$ cat src/rtl/fhe_cmd_issuer.sv
// fhe_cmd_issuer: queues host commands and strobes them onto the FHE ALU command port.
// Config commands stream back-to-back; operation commands hold the queue until done or watchdog.
module fhe_cmd_issuer #(
    parameter int COMMAND_WIDTH  = 8,
    parameter int FSIZE          = 64,
    parameter int DEPTH          = 16,
    parameter int TIMEOUT_CYCLES = 65536
) (
    input  logic                       clk,
    input  logic                       rstn,
    input  logic                       i_push_valid,
    input  logic [COMMAND_WIDTH-1:0]   i_push_command,
    input  logic [FSIZE-1:0]           i_push_data0,
    input  logic [FSIZE-1:0]           i_push_data1,
    output logic                       o_push_ready,
    output logic                       o_cmd_valid,
    output logic [COMMAND_WIDTH-1:0]   o_cmd_command,
    output logic [FSIZE-1:0]           o_cmd_data0,
    output logic [FSIZE-1:0]           o_cmd_data1,
    input  logic                       i_alu_done,
    input  logic                       i_clear_err,
    output logic                       o_busy,
    output logic [$clog2(DEPTH):0]     o_count,
    output logic [31:0]                o_issued_cnt,
    output logic                       o_err_overflow,
    output logic                       o_err_unknown,
    output logic                       o_err_timeout,
    output logic                       o_err_spurious
);
    localparam int PW = $clog2(DEPTH);
    localparam int CW = $clog2(DEPTH) + 1;
    localparam int TW = $clog2(TIMEOUT_CYCLES + 1);
    localparam int EW = COMMAND_WIDTH + 2 * FSIZE;

    typedef enum logic [1:0] {IDLE, ISSUE, WAIT} state_t;

    state_t                   state, state_next;
    logic [EW-1:0]            mem [DEPTH];
    logic [PW-1:0]            wr_ptr, rd_ptr;
    logic [CW-1:0]            count, count_next;
    logic [TW-1:0]            timer, timer_next;
    logic                     push_acc, pop, issue, blocking, unknown, timeout_hit;
    logic [COMMAND_WIDTH-1:0] head_cmd;
    logic [FSIZE-1:0]         head_d0, head_d1;

    function automatic logic is_config(input logic [COMMAND_WIDTH-1:0] c);
        int unsigned v;
        v = 32'(c);
        return (v >= 1 && v <= 3) || v == 12 || v == 13 || (v >= 20 && v <= 29) || v == 111;
    endfunction

    function automatic logic is_blocking(input logic [COMMAND_WIDTH-1:0] c);
        int unsigned v;
        v = 32'(c);
        return (v >= 4 && v <= 6) || v == 10 || v == 11 || (v >= 41 && v <= 44)
            || (v >= 51 && v <= 72) || (v >= 80 && v <= 92);
    endfunction

    assign o_push_ready = (count != CW'(DEPTH));
    assign o_busy       = (state != IDLE) || (count != '0);
    assign o_count      = count;

    always_comb begin
        {head_cmd, head_d0, head_d1} = mem[rd_ptr];
        push_acc    = i_push_valid && (count != CW'(DEPTH));
        pop         = (state != WAIT) && (count != '0);
        blocking    = is_blocking(head_cmd);
        unknown     = !blocking && !is_config(head_cmd);
        issue       = pop && !unknown;
        count_next  = count + CW'(push_acc) - CW'(pop);
        timer_next  = timer;
        timeout_hit = 1'b0;
        state_next  = state;
        case (state)
            IDLE, ISSUE: begin
                if (issue && blocking) begin
                    state_next = WAIT;
                    timer_next = '0;
                end else begin
                    state_next = (count_next != '0) ? ISSUE : IDLE;
                end
            end
            WAIT: begin
                // A done pulse on the same edge as the watchdog expiry counts as a clean completion.
                if (i_alu_done) begin
                    state_next = (count_next != '0) ? ISSUE : IDLE;
                end else begin
                    timer_next = timer + TW'(1);
                    if (timer_next == TW'(TIMEOUT_CYCLES)) begin
                        timeout_hit = 1'b1;
                        state_next  = (count_next != '0) ? ISSUE : IDLE;
                    end
                end
            end
            default: state_next = IDLE;
        endcase
    end

    always_ff @(posedge clk) begin
        if (push_acc) mem[wr_ptr] <= {i_push_command, i_push_data0, i_push_data1};
    end

    always_ff @(posedge clk or negedge rstn) begin
        if (!rstn) begin
            state          <= IDLE;
            wr_ptr         <= '0;
            rd_ptr         <= '0;
            count          <= '0;
            timer          <= '0;
            o_cmd_valid    <= 1'b0;
            o_cmd_command  <= '0;
            o_cmd_data0    <= '0;
            o_cmd_data1    <= '0;
            o_issued_cnt   <= '0;
            o_err_overflow <= 1'b0;
            o_err_unknown  <= 1'b0;
            o_err_timeout  <= 1'b0;
            o_err_spurious <= 1'b0;
        end else begin
            state       <= state_next;
            count       <= count_next;
            timer       <= timer_next;
            o_cmd_valid <= issue;
            if (push_acc) wr_ptr <= wr_ptr + PW'(1);
            if (pop)      rd_ptr <= rd_ptr + PW'(1);
            if (issue) begin
                o_cmd_command <= head_cmd;
                o_cmd_data0   <= head_d0;
                o_cmd_data1   <= head_d1;
                o_issued_cnt  <= o_issued_cnt + 32'd1;
            end
            // Sticky flags: a new event on the clearing edge keeps its flag set.
            o_err_overflow <= (i_push_valid && !push_acc) || (o_err_overflow && !i_clear_err);
            o_err_unknown  <= (pop && unknown) || (o_err_unknown && !i_clear_err);
            o_err_timeout  <= timeout_hit || (o_err_timeout && !i_clear_err);
            o_err_spurious <= (i_alu_done && state != WAIT) || (o_err_spurious && !i_clear_err);
        end
    end
endmodule
$ cat config.mk
export PLATFORM = sky130hd
export DESIGN_NAME = fhe_cmd_issuer
export DESIGN_NICKNAME = d
export VERILOG_FILES = /design/src/rtl/fhe_cmd_issuer.sv
export SDC_FILE = /design/constraint.sdc
export NUM_CORES = 2
export LEC_CHECK = 0
export BUFFER_PORTS_ARGS = -buffer_cell sky130_fd_sc_hd__buf_2
export CELL_PAD_IN_SITES_DETAIL_PLACEMENT = 2
export CELL_PAD_IN_SITES_GLOBAL_PLACEMENT = 2
export CORE_MARGIN = 2
export CORE_UTILIZATION = 40
export CTS_CLUSTER_SIZE = 25
export DETAILED_ROUTE_END_ITERATION = 6
export GPL_ROUTABILITY_DRIVEN = 0
export PLACE_DENSITY = 0.66
export SYNTH_ARGS = -nofsm -noshare
export SYNTH_HDL_FRONTEND = slang
export SYNTH_SLANG_ARGS = --single-unit
$ cat constraint.sdc
create_clock -name clk -period 35.1 [get_ports clk]
set_clock_uncertainty 0.1 [all_clocks]
set_input_delay 5.265 -clock clk [delete_from_list [all_inputs] [get_ports clk]]
set_output_delay 5.265 -clock clk [all_outputs]
set_load 0.01 [all_outputs]
### Yosys cells after proc, flatten, opt, wreduce, memory -nomap -nowiden

Memory sizes are Yosys's and may differ from the RTL's.
Index checks and enable logic that the tools add are counted.

| storage, ports and cells | value |
|---|---|
| bits in registers | 205 |
| bits in writable memories | 2,176 |
| bits of input ports | 141 |
| output and inout port bits | 180 |
| logic and storage cells | 103 |
| memories kept | 1 |

Memory list:

| memory | depth | width | rd ports | clocked after Yosys merged registers in | write ports | line | RTL |
|---|---|---|---|---|---|---|---|
| mem | 16 | 136 | 1 | 0 | 1 | 38 | `logic [EW-1:0] mem [DEPTH];` |

| cells by class | value |
|---|---|
| add/sub/neg operators | 6 |
| order comparisons | 12 |
| equality and inequality tests | 13 |
| multiplexer cells | 13 |
| reduce and logical (&&, ||, !) cells | 44 |

Operator list:

| operator | count |
|---|---|
| $mux W17 | 2 |
| $pmux W17 S2 | 1 |
| $add A32 B1 Y32 const B | 1 |
| $eq A8 B4 Y1 const B | 4 |
| $logic_and A1 B1 Y1 | 18 |
| $add A17 B1 Y17 const B | 1 |
| $eq A17 B17 Y1 const B | 1 |
| $ge A8 B6 Y1 const B | 2 |
| $le A8 B7 Y1 const B | 2 |
| $logic_or A1 B1 Y1 | 14 |
| $reduce_bool A5 Y1 | 2 |
| $add A4 B1 Y4 const B | 2 |
| $eq A8 B7 Y1 const B | 1 |
| $ge A8 B1 Y1 const B | 1 |
| $ge A8 B3 Y1 const B | 1 |
| $ge A8 B5 Y1 const B | 1 |
| $ge A8 B7 Y1 const B | 1 |
| $le A8 B2 Y1 const B | 1 |
| $le A8 B3 Y1 const B | 1 |
| $le A8 B5 Y1 const B | 1 |
| $le A8 B6 Y1 const B | 1 |
| $mux W1 | 6 |
| $mux W2 | 3 |
| $ne A2 B2 Y1 const B | 3 |
| other kinds (12) | 17 |

### Longest topological paths before layout

An unclocked memory read counts as a cell.

| logic depth | value |
|---|---|
| depth in word-level cells | 15 |
| mapped depth | 20 |
| mapped depth without buffers | 19 |

### Worst setup path after synthesis

No wires, ideal clock.

| timing path | value |
|---|---|
| path kind | input to register |
| from | input i_push_valid |
| to | memory mem[0][0] in the netlist's numbering, enable pin |
| setup time | 0.965 ns |
| arrival | 18.727 ns |
| required time | 34.035 ns |
| setup slack | 15.308 ns |
| stages on the path | 4 |
| buffers on the path | 0 |
| cell sequence | inv_1 > a31oi_1 > inv_1 > nor4_1 |

| on the way | value |
|---|---|
| longest elaborated chain between the ends | 3 |

Ends and longest elaborated chain:

| item | line | RTL |
|---|---|---|
| start: declaration | 11 | `input logic i_push_valid,` |
| $logic_and A1 B1 Y1 | 65 | `push_acc = i_push_valid && (count != CW'(DEPTH));` |
| $mux W1 | 100 | `if (push_acc) mem[wr_ptr] <= {i_push_command, i_push_data0, i_push_data1};` |
| $mux W1 (implied by the code) | 100 |  |
| end: declaration | 38 |  |

Every way passes these cells.

### Final worst setup path

| timing path | value |
|---|---|
| from | input i_push_valid |
| to | memory mem[8][34] in the netlist's numbering, enable pin |

The elaborated chain is that of the path after synthesis.

==> metrics.yaml <==
critical_path:
  crit_path_start_kind: "input port"
  cp_common_cell: "buf_4"
  cpPeakStageDelay_ns: 0.99
  crit_type: "input port to register"
  cp-startpoint: "i_push_valid"
  cp_cell_sequence: "buf_2 -> inv_1 -> a31oi_1 -> inv_1 -> nor3b_1 -> and2_4 -> buf_4 -> buf_4 -> buf_4"
  crit_fanout: 46
  crit_path_top_delay_cell: "a31oi_1"
  r2r-start: "rd_ptr[0]$_DFFE_PN0P_"
  rrSetupSlack_ns: 27.31
  reg2regPathDepth: 14
  end_kind: "register"
  timing.rr.end: "o_cmd_data1[2]$_DFFE_PN0P_"
  worst_ep_required_time_ns: 35.50
  cp.buffers_inverters: 6
  critical-path-top-delay-family: "buffers and inverters"
  cp.arrival_ns: 10.42
clocking:
  clk_latency_ns: 0.91
  cts.clk_slew.worst_paths_ns: 0.06
  max-clock-path-buffers: 3
  cts_sinks: 2381
  cts_buffers: 240
  postCtsSetupBuffers: 0
  hold_buffers: 0
  cts_tree: "built"
  h-tree-depth: 4
  cts_root_buf: "clkbuf_16"
  post_cts_resized: 0
power:
  total_power_mw: 9.30
  peakVddDrop_v: 0.000103
  p_per_area_nw_per_um2: 89.1
  power_frac_comb_pct: 32.6
  p_int_mw: 6.38
  p_sw_mw: 2.92
  power.sequential.fraction_pct: 39.4
  leakage_nw: 34.0
  clkPwrFrac_pct: 28.1
  netSwitchingFraction_pct: 31.4
final_layout:
  area_growth_pct: 14.5
  multiInputGateArea_um2: 19800
  fin_cells: 7521
  seq_area_um2: 70500
  nets: 4434
  drive_gt1_share_pct: 34.5
  postLayoutCellArea_um2: 104000
  fill_cells: 20100
sta:
  timing.slew.headroom_pct: 6.01
  slew_viol_final: 0
  rsz0062_at_grt: "no"
  hold_violations: 0
  tightest_slew_ns: 1.40
  fmaxAchievable_mhz: 99.8
  period_share_pct: 28.6
  setup_ws_ns: 25.08
  finalSetupViolations: 0
  finalSetupTns_ns: 0
  fin_crit_ns: 10.02
grt:
  grt_pass1_vias: 47200
  grt_start_max_net_pins: 139
  grt_usage_pct: 22.2
  antenna_found_initial: 58
  grt_pass1_wl_um: 365000
  grt-ovfl-total: 0
die:
  placementRows: 175
  ioPinCount: 321
  die_w_um: 481
  dieArea_um2: 232000
  core_um2: 227000
  initial_utilization_pct: 40.2
  die_h_um: 481
run_status:
  status: "finished, final reports clean"
synth:
  async_reset_ff_share_pct: 8.61
  synth_top_area_share_pct: 71.7
  syn_inst: 3849
  synth.most_common_cell: "edfxtp_1"
  synth_top_flop_cell: "edfxtp_1"
  synthTopCellsByArea: "edfxtp_1, mux4_2, dfrtp_1, mux2_4, mux2i_1"
  avgSynthCellArea_um2: 23.7
  ys_seq_area_share_pct: 77.3
  synth_edf_count: 2176
  synth.cell_area_um2: 91200
  ys_types: 55
  synth_top_area_cell: "edfxtp_1"
  yosys_warnings: 0
  synth_common_cells: "edfxtp_1, mux4_2, dfrtp_1, clkbuf_1, mux2_4"
  synth_nets: 4004
  ys_seq_elements: 2381
placement:
  dpl_cell_area_um2: 96400
  pre_cts_slack_ns: 24.14
  port_buffers: 320
  dp.cells: 7046
  place_hpwl_um: 139000
hold_path:
  whs_endpoint: "o_issued_cnt[31]$_DFFE_PN0P_"
  hold_path.class: "register to register"
  min_path_cells: 1
  hp-start: "o_issued_cnt[31]$_DFFE_PN0P_"
run:
  maxCapViolCount: 0
drt:
  drcViolationCount: 0
  via_per_inst: 5.69
  vias: 42800
  postRouteAntennaNets: 0
  dr.pass1.iters: 7
  drt-initial-drc-count: 3871
  finalWirelength_um: 256000
  wl_per_cell_um: 34.0
-- registers in the layout, summed over array words and instances, names as in the netlist, 2 cells and up --
name / cells
o_count: 5
wr_ptr: 4
timer: 17
state: 2
mem: 2176
o_issued_cnt: 32
o_cmd_data0: 64
o_cmd_command: 8
rd_ptr: 4
o_cmd_data1: 64
-- layer usage --
metal  share of wire [%]  track usage, %
met1                  42            29.9
met2                  50            37.2
met3                 6.0            3.95
met4                 2.3            6.21
met5               0.095               0
-- cell families after synthesis --
kind of cell	after synthesis	synth area share [%]
DFF	2381	77.3
muxes	825	18.5
buffers and inverters	232	1.14
and+or+nand+nor	198	1.16
AOI/OAI and AO/OA	152	1.26
xor gates and xnor gates	47	0.451
adders and majority gates	14	0.200
-- worst max-delay path by stage --
| stage | to | slack (ns) | cells past startpoint |
|---|---|---|---|
| final | mem[8][34]$_DFFE_PP_ | 25.08 | 9 |
| after global routing | mem[8][34]$_DFFE_PP_ | 24.79 | 9 |
| after CTS | mem[8][34]$_DFFE_PP_ | 25.09 | 9 |
| after detailed placement | mem[8][16]$_DFFE_PP_ | 24.14 | 9 |
| after global placement | mem[8][15]$_DFFE_PP_ | 24.46 | 9 |
| after floorplan | mem[0][0]$_DFFE_PP_ | 15.31 | 4 |
-- placed cells by master, fill, tap and decap left out, types with 6 or more instances in the layout --
cell and count:
diode_2 20, a211oi_1 49, inv_1 30, and2_4 8
buf_4 58, clkinv_1 47, clkbuf_8 20, mux2_1 6
clkbuf_1 62, mux2_2 30, buf_12 12, nand4_1 12
mux2i_1 44, a21oi_1 38, nor2b_1 35, edfxtp_1 2176
ha_1 13, nand2_1 37, and3_1 7, bufinv_16 22
xnor2_1 16, clkinvlp_4 6, mux4_2 645, o2bb2ai_1 10
mux2_4 100, clkinv_2 40, nand3_1 27, buf_2 319
a2111oi_2 12, xor2_1 31, o21ai_0 8, dfrtp_1 201
nor2_1 24, nor3_1 13, clkbuf_16 246
-- power groups by stage --
stage | registers [mW] | clock network (mW) | logic [mW]
6_report | 3.66 | 2.61 | 3.03
5_1_grt | 3.69 | 2.75 | 3.23
4_1_cts | 3.67 | 2.66 | 3.10
3_5_place_dp | 3.71 | 0 | 3.06
3_3_place_gp | 3.68 | 0 | 2.99
2_1_floorplan | 3.71 | 0 | 2.13
-- cell type report --
type / count / area share (%)
inverters: 30 / 0.108
flip-flops and latches: 2381 / 67.5
well taps: 3009 / 3.61
clock buffers: 328 / 6.38
diodes: 20 / 0.0479
clock inverters: 127 / 1.19
multi-input cells: 1236 / 18.9
repair buffers: 390 / 2.19
-- per-stage QoR --
stage	util (%)	hold slack, ns
global route	46.0	0.407
finish	46.0	0.371
detailed placement	42.5	0.374
global placement	42.5	0.357
floorplan	-	0.404
CTS	45.9	0.388
Note: power is estimated with default switching activity, not from simulation.
